File: src/rtl/acc_cpu_sequencer.sv
// Multi-cycle control sequencer for the 8-bit accumulator core: owns the PC,
// fetches and decodes instructions, and strobes the ALU and register file.
module acc_cpu_sequencer #(
    parameter logic [3:0] PC_RESET    = 4'd5,
    parameter int         DIV_TIMEOUT = 15
) (
    input  logic       main_clk,
    input  logic       rst_n,
    input  logic       run,
    input  logic       step_mode,
    input  logic       step,
    output logic [3:0] imem_addr,
    input  logic [7:0] imem_data,
    output logic [3:0] alu_op,
    output logic [3:0] alu_sub,
    output logic       alu_go,
    input  logic       alu_done,
    output logic       rf_we,
    output logic [3:0] pc,
    output logic       halted,
    output logic       fault,
    output logic [7:0] retired
);

    localparam logic [2:0] IDLE  = 3'd0;
    localparam logic [2:0] FETCH = 3'd1;
    localparam logic [2:0] EXEC  = 3'd2;
    localparam logic [2:0] WAIT  = 3'd3;
    localparam logic [2:0] NEXT  = 3'd4;
    localparam logic [2:0] PAUSE = 3'd5;
    localparam logic [2:0] HALT  = 3'd6;

    localparam logic [3:0] TIMER_LAST = 4'(DIV_TIMEOUT - 1);

    logic [2:0] state_q, state_d;
    logic [3:0] pc_q, pc_d;
    logic [7:0] ir_q, ir_d;
    logic [3:0] link_q, link_d;
    logic [3:0] timer_q, timer_d;
    logic [7:0] retired_q, retired_d;
    logic       fault_q, fault_d;
    logic       go_dec, we_dec;

    always_comb begin
        state_d   = state_q;
        pc_d      = pc_q;
        ir_d      = ir_q;
        link_d    = link_q;
        timer_d   = timer_q;
        retired_d = retired_q;
        fault_d   = fault_q;
        go_dec    = 1'b0;
        we_dec    = 1'b0;
        case (state_q)
            IDLE: begin
                if (run) state_d = FETCH;
            end
            FETCH: begin
                ir_d    = imem_data;
                state_d = EXEC;
            end
            EXEC: begin
                state_d = NEXT;
                case (ir_q[7:4])
                    4'h4: begin
                        go_dec  = 1'b1;
                        timer_d = 4'd0;
                        state_d = WAIT;
                    end
                    4'hA: we_dec = 1'b1;
                    // Land one short of the target so NEXT's increment reaches it.
                    4'h8: begin
                        link_d = pc_q;
                        pc_d   = ir_q[3:0] - 4'd1;
                    end
                    4'hB: pc_d = link_q;
                    4'hC, 4'hD, 4'hE: ;
                    4'hF: begin
                        if (ir_q[3:0] == 4'hF) state_d = HALT;
                    end
                    default: go_dec = 1'b1;
                endcase
            end
            WAIT: begin
                if (alu_done) begin
                    state_d = NEXT;
                end else if (timer_q == TIMER_LAST) begin
                    fault_d = 1'b1;
                    state_d = HALT;
                end else begin
                    timer_d = timer_q + 4'd1;
                end
            end
            NEXT: begin
                pc_d      = pc_q + 4'd1;
                retired_d = retired_q + 8'd1;
                state_d   = step_mode ? PAUSE : FETCH;
            end
            PAUSE: begin
                if (step) state_d = FETCH;
            end
            HALT: ;
            default: state_d = IDLE;
        endcase
    end

    always_ff @(posedge main_clk) begin
        if (!rst_n) begin
            state_q   <= IDLE;
            pc_q      <= PC_RESET;
            ir_q      <= 8'd0;
            link_q    <= 4'd0;
            timer_q   <= 4'd0;
            retired_q <= 8'd0;
            fault_q   <= 1'b0;
        end else begin
            state_q   <= state_d;
            pc_q      <= pc_d;
            ir_q      <= ir_d;
            link_q    <= link_d;
            timer_q   <= timer_d;
            retired_q <= retired_d;
            fault_q   <= fault_d;
        end
    end

    // Strobes are gated by reset so a reset landing in EXEC cannot fire the datapath.
    assign alu_go    = go_dec & rst_n;
    assign rf_we     = we_dec & rst_n;
    assign alu_op    = ir_q[7:4];
    assign alu_sub   = ir_q[3:0];
    assign imem_addr = pc_q;
    assign pc        = pc_q;
    assign halted    = (state_q == HALT);
    assign fault     = fault_q;
    assign retired   = retired_q;

endmodule
File: config.mk
export PLATFORM = sky130hd
export DESIGN_NAME = acc_cpu_sequencer
export DESIGN_NICKNAME = d
export VERILOG_FILES = /design/src/rtl/acc_cpu_sequencer.sv
export SDC_FILE = /design/constraint.sdc
export NUM_CORES = 1
export LEC_CHECK = 0
export ABC_CLOCK_PERIOD_IN_PS = 3510
export BUFFER_PORTS_ARGS = -buffer_cell sky130_fd_sc_hd__buf_2
export CAP_MARGIN = 20
export CORE_MARGIN = 10
export CORE_UTILIZATION = 25
export DETAILED_ROUTE_END_ITERATION = 6
export PLACE_DENSITY = 0.48
export SLEW_MARGIN = 30
export SYNTH_ARGS = -nofsm -noshare
export SYNTH_HDL_FRONTEND = slang
export SYNTH_SLANG_ARGS = --single-unit
File: constraint.sdc
create_clock -name main_clk -period 3.51 [get_ports main_clk]
set_input_delay 0.1755 -clock main_clk [delete_from_list [all_inputs] [get_ports main_clk]]
set_output_delay 0.1755 -clock main_clk [all_outputs]
set_load 0.05 [all_outputs]
* After elaboration in Yosys (flattened, before gate mapping)
Index checks and enable logic that the tools add are counted. Widths: inputs -> output; s select.
Word-level totals: register bits 32, bits of input ports 14, output and inout port bits 28, logic and storage cells 65
Cells by class: add/subtract/negate cells 4, equal/unequal tests 23, muxes and demuxes 18, bitwise gates (word level) 4, reductions and logical operators 9
Operator list (count):
- $eq 4x4->1 const B | 9
- $pmux 4 s2 | 3
- $pmux 3 s7 | 1
- $mux 3 | 5
- $mux 4 | 3
- $eq 3x3->1 const B | 3
- $add 4x1->4 const B | 2
- $add 8x1->8 const B | 1
- $ne 2x2->1 const B | 4
- $reduce_and 4->1 | 2
- $reduce_or 7->1 | 1
- $eq 3x2->1 const B | 2
- $pmux 3 s2 | 1
- $eq 4x3->1 const B | 1
- $mux 1 | 4
- $reduce_and 2->1 | 2
- $reduce_bool 2->1 | 2
- $sub 4x1->4 const B | 1
- $eq 3x1->1 const B | 1
- $logic_not 3->1 | 1
- $ne 3x1->1 const B | 1
- $ne 3x3->1 const B | 1
- $reduce_and 3->1 | 1
- $and 1x1->1 | 2
- other kinds (3) | 4

* Logic depth before layout (Yosys ltp)
Gate-level depths: netlist (run 1).
depth in word-level cells 5, depth in mapped cells 6, mapped depth without buffers 6

* Worst setup path after synthesis (run 1)
OpenSTA, ideal clock, no wires.
path kind register -> output, from register ir_q[7], to output port rf_we, arrival time 2732 ps, required time 3334 ps, setup slack 603 ps, cell stages (with the launch flop) 3, path buffers 0, path through dfxtp_1 or3b_4 nor4_1
Between the ends: cells in the longest elaborated chain, start to end 4
Ends and longest elaborated chain:
- start, declared | RTL line 37 | logic [7:0] ir_q, ir_d;
- start signal, assigned | RTL line 119 | ir_q <= ir_d;
- $eq 4x4->1 | RTL line 64 | case (ir_q[7:4])
- $mux 1 | RTL line 64
- $mux 1 | RTL line 54 | case (state_q)
- $and 1x1->1 | RTL line 129 | assign rf_we = we_dec & rst_n;
- end, declared | RTL line 18 | output logic rf_we,
No other way between the ends.

* Worst setup path in the final report (run 1)
from register state_q[0], to register timer_q[2]
Between the ends: cells in the longest elaborated chain, start to end 3, elaborated cells on any way between the ends 8, those cells by class eq/ne: 5; mux: 1; reduce/logical: 2
Ends and longest elaborated chain:
- start, declared | RTL line 35 | logic [2:0] state_q, state_d;
- start signal, assigned | RTL line 117 | state_q <= state_d;
- $eq 3x2->1 | RTL line 54
- $ne 2x1->1 (no source line) (tied with other cells)
- $reduce_and 4->1 (no source line)
- end signal, assigned | RTL line 121 | timer_q <= timer_d;
- end, declared | RTL line 39 | logic [3:0] timer_q, timer_d;
Several ways; a longest one is shown, not always the timed one. A chain may end at the register's enable or synchronous reset.

==> results of run 1 <==
-- state kept, by name (all words and copies together), names as in the netlist --
register and cells:
ir_q 8, fault 1, retired 8, timer_q 4
link_q 4, state_q 3, imem_addr 4
-- how the worst min path moves through the flow --
| stage | startpoint | endpoint | slack (ns) | depth (start not counted) |
|---|---|---|---|---|
| final | imem_data[1] | ir_q[1]$_SDFFE_PN0N_ | 0.14 | 3 |
| after global routing | imem_data[3] | ir_q[3]$_SDFFE_PN0N_ | 0.16 | 3 |
| after CTS | imem_data[1] | ir_q[1]$_SDFFE_PN0N_ | 0.13 | 3 |
| after detailed placement | imem_data[1] | ir_q[1]$_SDFFE_PN0N_ | 0.43 | 3 |
| after global placement | imem_data[1] | ir_q[1]$_SDFFE_PN0N_ | 0.43 | 3 |
| after floorplan | rst_n | imem_addr[1]$_SDFFE_PN0P_ | 0.31 | 2 |
-- per-layer routing --
metal  vias to the layer above  track usage (%)  share of wire (%)
li1                        757                -                  -
met1                       627             10.8                 54
met2                        39             10.2                 39
met3                         5             3.16                6.1
met4                         0             3.28                1.5
met5                         -                0                  0
-- placed cells by master (no fill, tap or decap), types with 2 or more instances in the layout --
| cell | Yosys | final |
|---|---|---|
| ha_1 | 6 | 6 |
| o211ai_1 | 3 | 3 |
| nand3_1 | 5 | 5 |
| and2_1 | 8 | 8 |
| inv_1 | 5 | 5 |
| mux2i_1 | 12 | 12 |
| buf_2 | 5 | 41 |
| clkbuf_1 | 3 | 2 |
| nor2b_1 | 12 | 12 |
| and3_1 | 3 | 3 |
| dfxtp_1 | 32 | 32 |
| nor3b_1 | 3 | 2 |
| a21boi_0 | 4 | 4 |
| nand2b_1 | 4 | 4 |
| o21ai_0 | 7 | 7 |
| xor2_1 | 5 | 5 |
| nor3_1 | 7 | 7 |
| clkbuf_8 | 0 | 6 |
| nand4_1 | 4 | 4 |
| or3_1 | 5 | 5 |
| nand2_1 | 15 | 15 |
| xnor2_1 | 4 | 4 |
| a21oi_1 | 3 | 3 |
| a31oi_1 | 2 | 2 |
| nor2_1 | 6 | 6 |
| a21boi_1 | 2 | 2 |
-- area by class of cell --
type / instances / area, µm² / area share [%]
Tap cell: 96 / 120 / 5.73
Inverter: 5 / 18.8 / 0.895
Multi-Input combinational cell: 143 / 1020 / 48.7
Sequential cell: 32 / 641 / 30.5
Clock buffer: 8 / 90.1 / 4.30
Timing Repair Buffer: 41 / 205 / 9.79
-- worst max-delay path, cell delays in order (launching register included) --
cell and delay, ns:
dfxtp_1 0.54, nor4bb_1 0.53, a22oi_1 0.29, or4b_1 0.51, nand2_1 0.07
-- kinds of logic after synthesis --
| group | Yosys count |
|---|---|
| xor gates and xnor gates | 9 |
| buffers and inverters | 19 |
| and+or+nand+nor | 85 |
| muxes | 12 |
| adders and majority gates | 6 |
| DFF | 32 |
| AOI/OAI and AO/OA | 31 |
-- metrics by stage --
step                      std cells  util (%)
after CTS                       325      30.7
after detailed placement        317      29.4
after global routing            325      30.7
final                           325      30.7
after global placement          317      29.4
after floorplan                 194         -
-- where the power goes --
group          total (mW)  internal, mW  switching (mW)
combinational       0.155        0.0557          0.0997
clock               0.291         0.160           0.131
sequential          0.405         0.377          0.0282
==> flow_summary.json, run 1 <==
{
  "status": "complete, no violations",
  "finClkSkew_ns": 0.00257,
  "final_antenna_net_count": 0,
  "start_util_pct": 25.8,
  "setup-tns-final_ns": 0,
  "clock_latency_ns": 0.28,
  "synth_mux_area_share_pct": 6.82,
  "cts_hold_buf": 0,
  "synthAdderAreaFrac_pct": 4.26,
  "ys.flop_type": "dfxtp_1",
  "drt_iter0_markers": 57,
  "post_cts_buffers": 0,
  "finalNetCount": 248,
  "synth-compound-area-share_pct": 12.6,
  "rsz0062_at_grt": "false",
  "cp_max_fo": 13,
  "synth_top_family_by_area": "simple AND/OR/NAND/NOR gates",
  "port_buffers": 41,
  "synth_top_area_share_pct": 36.4,
  "syn_area_per_cell_um2": 9.08,
  "nFillCells": 778,
  "rows": 30,
  "cts_tree": "yes",
  "reg2reg_to": "timer_q[2]$_SDFFE_PN0P_",
  "antenna_found_initial": 0,
  "wl_per_cell_um": 13.2,
  "synth_top_area_cell": "dfxtp_1",
  "drt-total-wl_um": 4300,
  "cts_buffer_depth": 2,
  "r2r-start": "state_q[0]$_SDFFE_PN0P_",
  "max-cap-violations": 0,
  "p_per_area_mw_per_mm2": 406,
  "grt_usage_pct": 7.79,
  "clkTransAtPathRegs_ns": 0.07,
  "firstDrtPassIters": 4,
  "vdd_drop_max_mv": 0.151,
  "cts_buffers": 5,
  "drc": 0,
  "grt-ovfl-total": 0,
  "slew_violations": 0,
  "root_buffer": "clkbuf_8",
  "hold_path_class": "in2reg",
  "power_mw": 0.852,
  "netlist_top_cells_count": "dfxtp_1, nand2_1, mux2i_1, nor2b_1, and2_1",
  "io_pins": 42,
  "synth_cells": 194,
  "synth_fp_nets": 214,
  "grt_pass1_vias": 1328,
  "die_area_mm2": 0.0108,
  "postLayoutCellArea_mm2": 0.00210,
  "synth_cell_types": 50,
  "relSlewSlack_pct": 36.2,
  "fin_hold_ws_ns": 0.140,
  "yosysSeqAreaShare_pct": 36.4,
  "yosys.area_share.simple_pct": 29.6,
  "fin_crit_ns": 2.00,
  "worst_slew_pin_slew_ns": 0.953,
  "setup_slack_ns": 1.51,
  "hpwl_um": 3180,
  "yosysMostFrequentCell": "dfxtp_1",
  "cp.required_ns": 3.73,
  "synthTopCellsByArea": "dfxtp_1, mux2i_1, ha_1",
  "die_y_um": 104,
  "fin_crit_sh_pct": 57.0,
  "grt_pass1_wl_um": 6970,
  "area_growth_pct": 19.0,
  "startpoint": "state_q[0]$_SDFFE_PN0P_",
  "cts_num_sinks": 32,
  "arrival_ns": 2.22,
  "critPathCaptureType": "flip-flop",
  "clock.fmax_mhz": 500,
  "synth_xor_area_share_pct": 4.47,
  "place_ws_ns": 1.54,
  "cts-htree-levels": 2,
  "path_class": "reg2reg",
  "num_vias": 1428,
  "power_leakage_nw": 0.837,
  "cts.repair.resized": 0,
  "vias_per_cell": 4.39,
  "diodes": 0,
  "synth_edf_count": 0,
  "synth_seq_cells": 32,
  "setup_viol": 0,
  "synth_warnings": 0,
  "grt_max_degree": 36,
  "gp_congestion": 0.735,
  "syn_area_mm2": 0.00176,
  "fp.dieW_um": 104,
  "rr_worst_depth": 4,
  "crit_end": "timer_q[2]$_SDFFE_PN0P_",
  "finalHoldViolCount": 0,
  "drive_gt1_share_pct": 24.0,
  "startpoint_type": "flip-flop",
  "core_mm2": 0.00683,
  "place_area_mm2": 0.00201,
  "async_reset_ff_share_pct": 0,
  "regToRegSetupSlack_ns": 1.51
}
No activity file was read; power rests on OpenSTA's default activity.
==> inputs of run 2 (changes only) <==
--- a/config.mk
+++ b/config.mk
@@ -5,7 +5,7 @@
 export SDC_FILE = /design/constraint.sdc
 export NUM_CORES = 1
 export LEC_CHECK = 0
-export ABC_CLOCK_PERIOD_IN_PS = 3510
+export ABC_CLOCK_PERIOD_IN_PS = 2000
 export BUFFER_PORTS_ARGS = -buffer_cell sky130_fd_sc_hd__buf_2
 export CAP_MARGIN = 20
 export CORE_MARGIN = 10
==> constraint.sdc (replaced) <==
create_clock -name main_clk -period 2 [get_ports main_clk]
set_input_delay 0.1 -clock main_clk [delete_from_list [all_inputs] [get_ports main_clk]]
set_output_delay 0.1 -clock main_clk [all_outputs]
set_load 0.05 [all_outputs]
==> flow_summary.json, run 2 (synthesized netlist as in run 1, its figures left out) <==
{
  "status": "complete, no violations",
  "port_buffers": 41,
  "power_leakage_nw": 0.883,
  "clkTransAtPathRegs_ns": 0.07,
  "top_usage_layer": "met2",
  "diodes": 0,
  "cp.required_ns": 1.90,
  "drt_iter0_markers": 41,
  "relSlewSlack_pct": 66.8,
  "final_antenna_net_count": 0,
  "r2r-start": "state_q[0]$_SDFFE_PN0P_",
  "grt_usage_pct": 8.21,
  "clock_latency_ns": 0.28,
  "setup_viol": 0,
  "final_core_util_pct": 31.9,
  "wl_per_cell_um": 13.2,
  "startpoint": "ir_q[7]$_SDFFE_PN0N_",
  "worst_slew_pin_slew_ns": 0.498,
  "fin_crit_sh_pct": 93.5,
  "crit_path_top_delay_cell": "or3b_4",
  "cts_buffer_depth": 2,
  "finClkSkew_ns": 0.00416,
  "fin_cells": 334,
  "hpwl_um": 3330,
  "drt-total-wl_um": 4410,
  "max-cap-violations": 0,
  "gp_congestion": 0.737,
  "startpoint_type": "flip-flop",
  "start_util_pct": 25.8,
  "cts_buffers": 5,
  "grt-ovfl-total": 0,
  "arrival_ns": 1.77,
  "cts.repair.resized": 0,
  "regToRegSetupSlack_ns": 0.22,
  "die_y_um": 104,
  "vias_per_cell": 4.42,
  "finalHoldViolCount": 0,
  "path_cells": "or3b_4, nor4_4, buf_2",
  "grt_pass1_vias": 1434,
  "io_pins": 42,
  "fp.dieW_um": 104,
  "fin_crit_ns": 1.87,
  "drc": 0,
  "reg2reg_to": "timer_q[2]$_SDFFE_PN0P_",
  "setup-tns-final_ns": 0,
  "p_per_area_mw_per_mm2": 700,
  "finalNetCount": 257,
  "layout_commonest_cell": "buf_2",
  "firstDrtPassIters": 4,
  "cp_max_fo": 8,
  "critPathCaptureType": "primary output",
  "rr_worst_depth": 4,
  "hold_end": "ir_q[1]$_SDFFE_PN0N_",
  "path_class": "reg2out",
  "postLayoutCellArea_mm2": 0.00218,
  "final_cell_mix": "buf_2, dfxtp_1, nand2_1",
  "drive_gt1_share_pct": 27.3,
  "cts_num_sinks": 32,
  "clock.fmax_mhz": 535,
  "grt_max_degree": 22,
  "grt_util_met3_pct": 3.10,
  "rows": 30,
  "die_area_mm2": 0.0108,
  "nFillCells": 755,
  "post_cts_buffers": 0,
  "root_buffer": "clkbuf_8",
  "cts_hold_buf": 0,
  "holdPathStages": 3,
  "rsz0062_at_grt": "false",
  "vdd_drop_max_mv": 0.307,
  "num_vias": 1477,
  "cts_tree": "yes",
  "cts-htree-levels": 2,
  "area_growth_pct": 23.7,
  "antenna_found_initial": 0,
  "hold_start": "imem_data[1]",
  "cp_slowest_stage_delay_ns": 0.47,
  "slew_violations": 0,
  "placed_cells": 326,
  "hold_path_class": "in2reg",
  "core_mm2": 0.00683,
  "grtUsageMet2_pct": 11.4,
  "place_area_mm2": 0.00209,
  "grt_pass1_wl_um": 7440,
  "grtUsageMet1_pct": 11.0
}
## run 2: how the worst max path moves through the flow
stage | cells after the start | endpoint | slack, ns
finish | 3 | rf_we | 0.13
global route | 4 | alu_go | 0.03
CTS | 3 | rf_we | 0.10
detailed placement | 4 | timer_q[2]$_SDFFE_PN0P_ | 0.23
global placement | 4 | timer_q[2]$_SDFFE_PN0P_ | 0.24
floorplan | 2 | rf_we | 0.05
## run 2: per-stage QoR
step / setup slack, ns / power (mW) / hold slack (ns)
detailed placement: 0.229 / 1.03 / 0.356
floorplan: 0.0523 / 0.945 / 0.238
global route: 0.0289 / 1.61 / 0.0724
finish: 0.129 / 1.53 / 0.0735
global placement: 0.238 / 1.03 / 0.361
CTS: 0.104 / 1.55 / 0.0644
## run 2: layout make-up
type	instances	area (µm²)	area share, %
clock buffers	8	90.1	4.13
inverters	5	18.8	0.861
multi-input cells	143	1040	47.6
flip-flops and latches	32	641	29.4
well taps	96	120	5.51
repair buffers	50	273	12.5
## run 2: critical path: cells and delay by family, from the launching register on
kind,cells,cell delay [ns]
buffers and inverters,1,0.30
flip-flops,1,0.46
AND/OR/NAND/NOR,2,0.73
## run 2: layer usage
metal,wire length (µm),vias up
met2,1730,40
met4,67,0
li1,-,771
met1,2330,660
met5,0,-
met3,278,6
## run 2: report_power, final
group          switching [mW]  total [mW]  leakage (nW)  internal [mW]
registers              0.0410       0.703         0.259          0.662
logic                   0.192       0.305         0.578          0.113
clock network           0.239       0.519        0.0455          0.281
